### config.mk
export PLATFORM = sky130hd
export DESIGN_NAME = vec_tx_pingpong
export DESIGN_NICKNAME = d
export VERILOG_FILES = /design/src/rtl/vec_tx_pingpong.sv
export SDC_FILE = /design/constraint.sdc
export NUM_CORES = 1
export LEC_CHECK = 0
export CELL_PAD_IN_SITES_DETAIL_PLACEMENT = 0
export CELL_PAD_IN_SITES_GLOBAL_PLACEMENT = 1
export CORE_MARGIN = 1
export CORE_UTILIZATION = 30
export CTS_CLUSTER_DIAMETER = 60
export DETAILED_ROUTE_END_ITERATION = 12
export PLACE_DENSITY = 0.54
export REMOVE_ABC_BUFFERS = 1
export SLEW_MARGIN = 20
export SYNTH_ARGS = -nofsm -noshare
export SYNTH_HDL_FRONTEND = slang
export SYNTH_SLANG_ARGS = --single-unit
### constraint.sdc
create_clock -name clk -period 2.95 [get_ports clk]
set_clock_uncertainty 0.1 [all_clocks]
set_input_delay 0.4425 -clock clk [delete_from_list [all_inputs] [get_ports clk]]
set_output_delay 0.4425 -clock clk [all_outputs]
set_load 0.005 [all_outputs]
### src/rtl/vec_tx_pingpong.sv
// vec_tx_pingpong: double-buffered vector transmitter, N signed T-bit words per vector, one word per handshake
//   clk, reset (sync, active-high) | in_valid/in_ready/in_data: producer word stream into the fill bank
//   out_valid/out_ready/out_data/out_last: word stream of complete vectors, out_last marks word N-1
module vec_tx_pingpong #(
  parameter int N = 2,
  parameter int T = 6
) (
  input  logic         clk,
  input  logic         reset,
  input  logic         in_valid,
  output logic         in_ready,
  input  logic [T-1:0] in_data,
  output logic         out_valid,
  input  logic         out_ready,
  output logic [T-1:0] out_data,
  output logic         out_last
);
  localparam int W = N > 1 ? $clog2(N) : 1;
  localparam logic [W-1:0] LAST = W'(N - 1);
  logic [T-1:0] mem [2][N];
  logic [1:0]   full;
  logic         wr_bank, rd_bank, wr_acc, rd_xfer;
  logic [W-1:0] wr_idx, rd_idx;
  always_comb begin
    in_ready  = !full[wr_bank];
    out_valid = full[rd_bank];
    out_data  = full[rd_bank] ? mem[rd_bank][rd_idx] : '0;
    out_last  = full[rd_bank] && rd_idx == LAST;
    wr_acc    = in_valid && !full[wr_bank];
    rd_xfer   = full[rd_bank] && out_ready;
  end
  always_ff @(posedge clk)
    if (wr_acc && !reset) mem[wr_bank][wr_idx] <= in_data;
  always_ff @(posedge clk)
    if (reset) begin
      full    <= '0;
      wr_bank <= 1'b0;
      rd_bank <= 1'b0;
      wr_idx  <= '0;
      rd_idx  <= '0;
    end else begin
      if (wr_acc) begin
        wr_idx <= wr_idx == LAST ? '0 : wr_idx + 1'b1;
        if (wr_idx == LAST) begin
          full[wr_bank] <= 1'b1;
          wr_bank       <= !wr_bank;
        end
      end
      if (rd_xfer) begin
        rd_idx <= rd_idx == LAST ? '0 : rd_idx + 1'b1;
        if (rd_idx == LAST) begin
          full[rd_bank] <= 1'b0;
          rd_bank       <= !rd_bank;
        end
      end
    end
endmodule

---- After elaboration in Yosys (flattened, before gate mapping) ----
Memory sizes are Yosys's and may differ from the RTL's. A register that Yosys moved wholly into a read port is not among the register bits.
Cells that the tools add are included.
operators by class
  bitwise logic cells ..................... 5
  $lt $le $gt $ge ......................... 7
  reductions and logical operators ........ 13
  muxes and demuxes ....................... 25
  add/subtract/negate cells ............... 2
operators with widths
  operator               number
  $mux W6                5
  $mux W12               1
  $mux W1                11
  $mux W2                5
  $logic_and A1 B1 Y1    7
  $demux W6 S1           1
  $ge A2 B2 Y1 const B   2
  $logic_not A1 Y1       4
  $lt A1 B2 Y1 const B   2
  $not A1 Y2             2
  $reduce_and A2 Y1      2
  $add A1 B1 Y1 const B  2
  $and A2 B2 Y2          1
  $demux W1 S1           2
  $ge A1 B1 Y1 const B   2
  $lt A2 B1 Y1 const B   1
  $not A2 Y2             1
  $or A2 B2 Y2           1
word-level totals
  memory bits (writable) .................. 24
  output and inout port bits .............. 9
  word-level logic and storage cells ...... 58
  flip-flop bits (word level) ............. 6
  bits of input ports ..................... 10
  memories ................................ 1
memories
  name  words  width  read ports  clocked after memory_dff  wr ports  line  RTL
  mem   2      12     1           1                         1         20    logic [T-1:0] mem [2][N];

---- Logic depth before layout (Yosys ltp) ----
Gate-level depths: netlist (run 1).
  depth in word-level cells ............... 11
  depth in mapped cells ................... 3
  depth with buffers taken out ............ 3

---- Least setup slack after synthesis (run 1) ----
Ideal clock, no wire load.
  path type ............................... input to register
  start point ............................. input port reset
  end point ............................... memory mem[0][0] (netlist name), enable pin
  required time ........................... 2.464 ns
  buffers on the path ..................... 0
  library setup time ...................... 0.386 ns
  slack ................................... 1.209 ns
  data arrival time ....................... 1.255 ns
  cell stages on the path ................. 2
  path through ............................ nand2b_1 > nor4_1
on the way
  cells in the longest elaborated chain, start to end .. 4
ends and longest elaborated chain
  item                            line  RTL
  start, declared                 9     input logic reset,
  $logic_not A1 Y1                33    if (wr_acc && !reset) mem[wr_bank][wr_idx] <= in_data;
  $logic_and A1 B1 Y1             33
  $mux W1                         33
  $mux W12 (not written as such)  33
  end, declared                   20
No other way between the ends.

==> run summary, run 1 <==
Outcome: completed
Core Rows: 23
Mean Syn Cell Area: 16.5 µm²
H-tree levels: 2
Initial Utilization: 31.3%
Min-Delay Endpoint: wr_bank
Largest net degree at the start of global routing: 13
Fin. Hold Viols: 0
Antenna fix cells: 0
Routed length per placed instance: 14.4 µm
Hold Path Stages: 2
Share of the synthesized area in the top cell type: 57.6%
Power Total: 870 µW
Die Y: 66.6 µm
Pins Over Slew Limit: 0
Area contributors post-synth: edfxtp_1, dfxtp_1, mux4_2, and2b_1, nor4_1
ANT nets after route: 0
Worst Path Required: 2.41 ns
Max Cap Viol: 0
Core area: 4000 µm²
Die Width: 66.6 µm
Full die area: 4430 µm²
Reg power frac: 57.0%
Power share of the clock group: 35.2%
Worst skew pair latency: 0.27 ns
Switching power: 184 µW
Initial antenna violation count: 0
Internal: 686 µW
DR iter-0 viols: 19
Max_slew headroom: 61.3%
Grt total ovfl: 0
Area growth syn-to-layout: 26.8%
Clk pin slew, worst setup/hold paths: 0.06 ns
Setup TNS: 0 ns
Cell Area, Synth: 1250 µm²
GP Congestion: 0.693
Synth Warn #: 0
CTS Buffer Depth: 2
Worst reg2reg path startpoint: wr_idx
Leakage power: 0.536 nW
CTS tree: built
Hold path start: wr_bank
I/O pin count: 19
Unrepaired setup endpoints after global routing: false
CTS sink count: 31
Main synth FF type: edfxtp_1
Combinational power share: 7.8%
Synth unique cells: 24
Synthesized netlist cell count: 76
First-pass GRT wire length: 3530 µm
R2R depth: 3
Post-DP Area: 1510 µm²
Reg2Reg Capture Point: mem[0][2]
Post-DP HPWL: 1590 µm
Post-synth top cells: edfxtp_1, dfxtp_1, mux4_2
Layout cell share with drive strength beyond 1: 20.2%
CP startpoint kind: flip-flop
Worst-Margin Slew: 0.575 ns
Filler cells: 379
HP Class: flip-flop to flip-flop
Peak supply drop: 302 µV
Total track usage: 11.7%
Top-count cell post-synth: edfxtp_1
Setup bufs post-CTS: 0
Number of global-route vias before repair: 684
Largest area contributor in the netlist: edfxtp_1
TritonCTS Buffers: 5
Synthesized flop and latch total: 31
Sw frac: 21.1%
Drt pass-1 iters: 4
Seq/Total Area, Yosys: 68.8%
Worst Setup End Kind: output port
Final period util: 86.9%
R2r setup slk: 1.23 ns
Data arrival, critical path: 2.02 ns
Routed Wire Length: 2220 µm
PortBufs: 18
Fmax: 390 MHz
Post-cts resize count: 0
DRC: 0
Crit path max fanout: 6
Number of synthesized flops with an enable pin: 24
Final net count: 113
Fin area: 1590 µm²
Via count: 733
Power density over cell area: 548 nW/µm²
Min Tclk post-route: 2.56 ns
Post-DR vias/cell: 4.76
Fraction of registers with async set/reset: 0%
Hold_buf cts: 0
Endpoints failing setup: 0
Critical path class: flip-flop to output port
Clock Tree Root: clkbuf_8
## power groups by stage
stage	sequential (mW)	combinational, mW	clock, mW
2_1_floorplan	0.502	0.0309	0
3_3_place_gp	0.505	0.0685	0
3_5_place_dp	0.505	0.0690	0
4_1_cts	0.496	0.0693	0.314
5_1_grt	0.498	0.0751	0.330
6_report	0.496	0.0678	0.306
## sequential cells by signal, indices dropped and copies added (netlist names), named ones only
name     flops
mem         24
full         2
rd_bank      1
rd_idx       1
wr_bank      1
wr_idx       1
## critical path, cell delays in order, from the launching register on
cell	delay, ns
dfxtp_1	0.59
mux4_2	0.55
nor2b_1	0.15
clkdlybuf4s50_1	0.46
## cells by family after synthesis
group,after synthesis,synth area share (%)
flip-flops,31,68.8
AO/OA/AOI/OAI,10,5.30
multiplexers,8,12.7
AND/OR/NAND/NOR,21,10.5
buffers and inverters,6,2.70
## per-layer routing
metal	GRT usage [%]	routed length, µm
met1	13.8	1000
met2	18.1	1080
met3	4.79	99
met4	6.38	38
met5	0	0
## metrics by stage
| step | util (%) | std cells | hold WS (ns) | worst slack, ns |
|---|---|---|---|---|
| floorplan | - | 74 | 0.412 | 1.21 |
| global placement | 37.6 | 146 | 0.467 | 0.639 |
| detailed placement | 37.6 | 146 | 0.472 | 0.617 |
| CTS | 39.7 | 154 | 0.483 | 0.338 |
| global route | 39.7 | 154 | 0.513 | 0.252 |
| finish | 39.7 | 154 | 0.486 | 0.387 |
## worst max-delay path by stage
stage                    from           to  slack (ns)  cells past startpoint
finish              flip-flop  out_data[1]        0.39                      3
global route        flip-flop  out_data[3]        0.25                      3
CTS                 flip-flop  out_data[1]        0.34                      3
detailed placement      reset    mem[0][3]        0.62                      4
global placement    flip-flop  out_data[1]        0.64                      3
floorplan               reset    mem[0][0]        1.21                      2
## layout by cell type, fill, tap and decap left out
cell type	n
inv_1	4
a41o_2	1
mux4_2	6
clkdlybuf4s50_1	18
clkinv_1	1
and2b_1	5
nor3_1	1
clkinv_2	1
and4b_2	1
mux2i_2	1
and2b_2	1
nand2_1	1
clkbuf_1	1
nor4_1	4
mux2i_1	1
edfxtp_1	24
buf_4	4
dfxtp_1	7
nor2_1	4
a31oi_1	3
a21oi_1	2
or3_1	2
clkbuf_8	5
a31o_2	1
a211oi_1	1
o21ai_0	2
nand2b_1	1
nor2b_1	1
## layout make-up
class	count	area, µm²	share of cell area (%)
flip-flops and latches	31	861	54.3
well taps	50	62.6	3.94
repair buffers	22	210	13.2
inverters	4	15.0	0.946
clock buffers	6	72.6	4.57
clock inverters	2	8.76	0.552
multi-input cells	39	357	22.5
(Power assumes the default switching activity.)
==> inputs of run 2 (changes only) <==
--- a/config.mk
+++ b/config.mk
@@ -8,10 +8,10 @@
 export CELL_PAD_IN_SITES_DETAIL_PLACEMENT = 0
 export CELL_PAD_IN_SITES_GLOBAL_PLACEMENT = 1
 export CORE_MARGIN = 1
-export CORE_UTILIZATION = 30
+export CORE_UTILIZATION = 35
 export CTS_CLUSTER_DIAMETER = 60
 export DETAILED_ROUTE_END_ITERATION = 12
-export PLACE_DENSITY = 0.54
+export PLACE_DENSITY = 0.61
 export REMOVE_ABC_BUFFERS = 1
 export SLEW_MARGIN = 20
 export SYNTH_ARGS = -nofsm -noshare
==> run 2 against run 1 <==
Compared with the run above: sequential power about the same; worst hold slack worse by 0.0032 ns; combinational power about the same; critical path depth unchanged; core utilization up 6.0 points.
==> run summary, run 2 (synthesis gave the netlist of run 1 again) <==
Setup TNS: 0 ns (unchanged)
CTS tree: built (unchanged)
Full die area: 3820 µm² (was 4430 µm²)
Switching power: 173 µW (was 184 µW)
Pre-CTS WS: 0.662 ns (was 0.617 ns)
Drt pass-1 iters: 2 (was 4)
Grt total ovfl: 0 (unchanged)
Die Width: 61.8 µm (was 66.6 µm)
Post-DR vias/cell: 4.95 (was 4.76)
Fin worst setup slack: 0.327 ns (was 0.387 ns)
Worst-Margin Slew: 0.498 ns (was 0.575 ns)
DRC: 0 (unchanged)
Post-layout util: 45.6% (was 39.7%)
CTS sink count: 31 (unchanged)
Initial Utilization: 36.9% (was 31.3%)
Final net count: 113 (unchanged)
Via count: 737 (was 733)
Largest net degree at the start of global routing: 13 (unchanged)
Peak supply drop: 219 µV (was 302 µV)
Total track usage: 13.3% (was 11.7%)
Data arrival, critical path: 2.08 ns (was 2.02 ns)
Core Rows: 21 (was 23)
Max Cap Viol: 0 (unchanged)
ANT nets after route: 0 (unchanged)
Core area: 3390 µm² (was 4000 µm²)
Filler cells: 308 (was 379)
Power share of the clock group: 27.9% (was 35.2%)
Sw frac: 22.2% (was 21.1%)
Pins Over Slew Limit: 0 (unchanged)
Fmax: 381 MHz (was 390 MHz)
Worst Setup End Kind: output port (unchanged)
Outcome: completed (unchanged)
H-tree levels: 2 (unchanged)
Hold_buf cts: 0 (unchanged)
Worst skew pair latency: 0.33 ns (was 0.27 ns)
Largest regs: mem x24, full x2 (unchanged)
Leakage power: 0.522 nW (was 0.536 nW)
Routed length per placed instance: 14.4 µm (about the same)
Clock Tree Root: clkbuf_4 (was clkbuf_8)
I/O pin count: 19 (unchanged)
Area growth syn-to-layout: 23.6% (was 26.8%)
First-pass GRT wire length: 3290 µm (was 3530 µm)
Most frequent cells in the layout: edfxtp_1, clkdlybuf4s50_1, dfxtp_1 (unchanged)
Post-DP HPWL: 1400 µm (was 1590 µm)
Crit path max fanout: 6 (unchanged)
Power Total: 781 µW (was 870 µW)
Unrepaired setup endpoints after global routing: false (unchanged)
Routed Wire Length: 2150 µm (was 2220 µm)
Power density over cell area: 505 nW/µm² (was 548 nW/µm²)
Final period util: 88.9% (was 86.9%)
Critical path class: flip-flop to output port (unchanged)
Fin. Hold Viols: 0 (unchanged)
DR iter-0 viols: 6 (was 19)
Worst Path Required: 2.41 ns (about the same)
Max_slew headroom: 66.1% (was 61.3%)
CP startpoint kind: flip-flop (unchanged)
Reg power frac: 63.4% (was 57.0%)
Largest Register: mem (unchanged)
GP Congestion: 0.728 (was 0.693)
Combinational power share: 8.7% (was 7.8%)
Endpoints failing setup: 0 (unchanged)
Max reg flops: 24 (unchanged)
Most common cell after layout, fill and taps aside: edfxtp_1 (unchanged)
Min Tclk post-route: 2.62 ns (was 2.56 ns)
Initial antenna violation count: 0 (unchanged)
Die Y: 61.8 µm (was 66.6 µm)
Setup bufs post-CTS: 0 (unchanged)
PortBufs: 18 (unchanged)
Internal: 608 µW (was 686 µW)
HP Class: flip-flop to flip-flop (unchanged)
CTS Buffer Depth: 2 (unchanged)
Post-cts resize count: 0 (unchanged)
TritonCTS Buffers: 5 (unchanged)
Layout cell share with drive strength beyond 1: 20.4% (was 20.2%)
Antenna fix cells: 0 (unchanged)
Number of global-route vias before repair: 703 (was 684)
Clk pin slew, worst setup/hold paths: 0.09 ns (was 0.06 ns)
==> run 2: layout make-up <==
type / count / area (µm²) / area share [%]
Sequential cell: 31 / 861 / 55.7
Multi-Input combinational cell: 39 / 357 / 23.1
Timing Repair Buffer: 22 / 210 / 13.6
Tap cell: 46 / 57.6 / 3.72
Clock buffer: 5 / 37.5 / 2.43
Inverter: 4 / 15.0 / 0.971
Clock inverter: 2 / 8.76 / 0.566
==> run 2: layer usage <==
metal	global-route usage, %	up-vias	wire length [µm]
li1	-	352	-
met1	14.0	366	976
met2	22.1	15	1040
met3	6.21	4	91
met4	7.62	0	36
met5	0	-	0
==> run 2: worst max-delay path, cell delays in order (launching register included) <==
cell and delay, ns:
dfxtp_1 0.59, mux4_2 0.55, and2b_1 0.18, clkdlybuf4s50_1 0.43
==> run 2: path summary, 6_finish.rpt <==
path | cells after the start | from | to | slack, ns
worst max-delay path | 3 | flip-flop | out_data[2] | 0.33
worst max register to register | 3 | wr_bank | mem[1][10] | 1.46
worst min-delay path | 2 | wr_bank | wr_bank | 0.48
worst min register to register | 2 | wr_bank | wr_bank | 0.48
==> run 2: power by group through the flow <==
stage,clock network [mW],logic [mW],registers [mW]
floorplan,0,0.0309,0.502
global placement,0,0.0679,0.505
detailed placement,0,0.0687,0.505
CTS,0.226,0.0689,0.495
global route,0.242,0.0752,0.497
finish,0.218,0.0678,0.495
==> run 2: through the flow <==
stage,hold slack [ns],instances,instance area [µm²]
6_report,0.483,149,1550
2_1_floorplan,0.412,74,1230
3_3_place_gp,0.454,142,1500
4_1_cts,0.481,149,1550
3_5_place_dp,0.466,142,1500
5_1_grt,0.523,149,1550
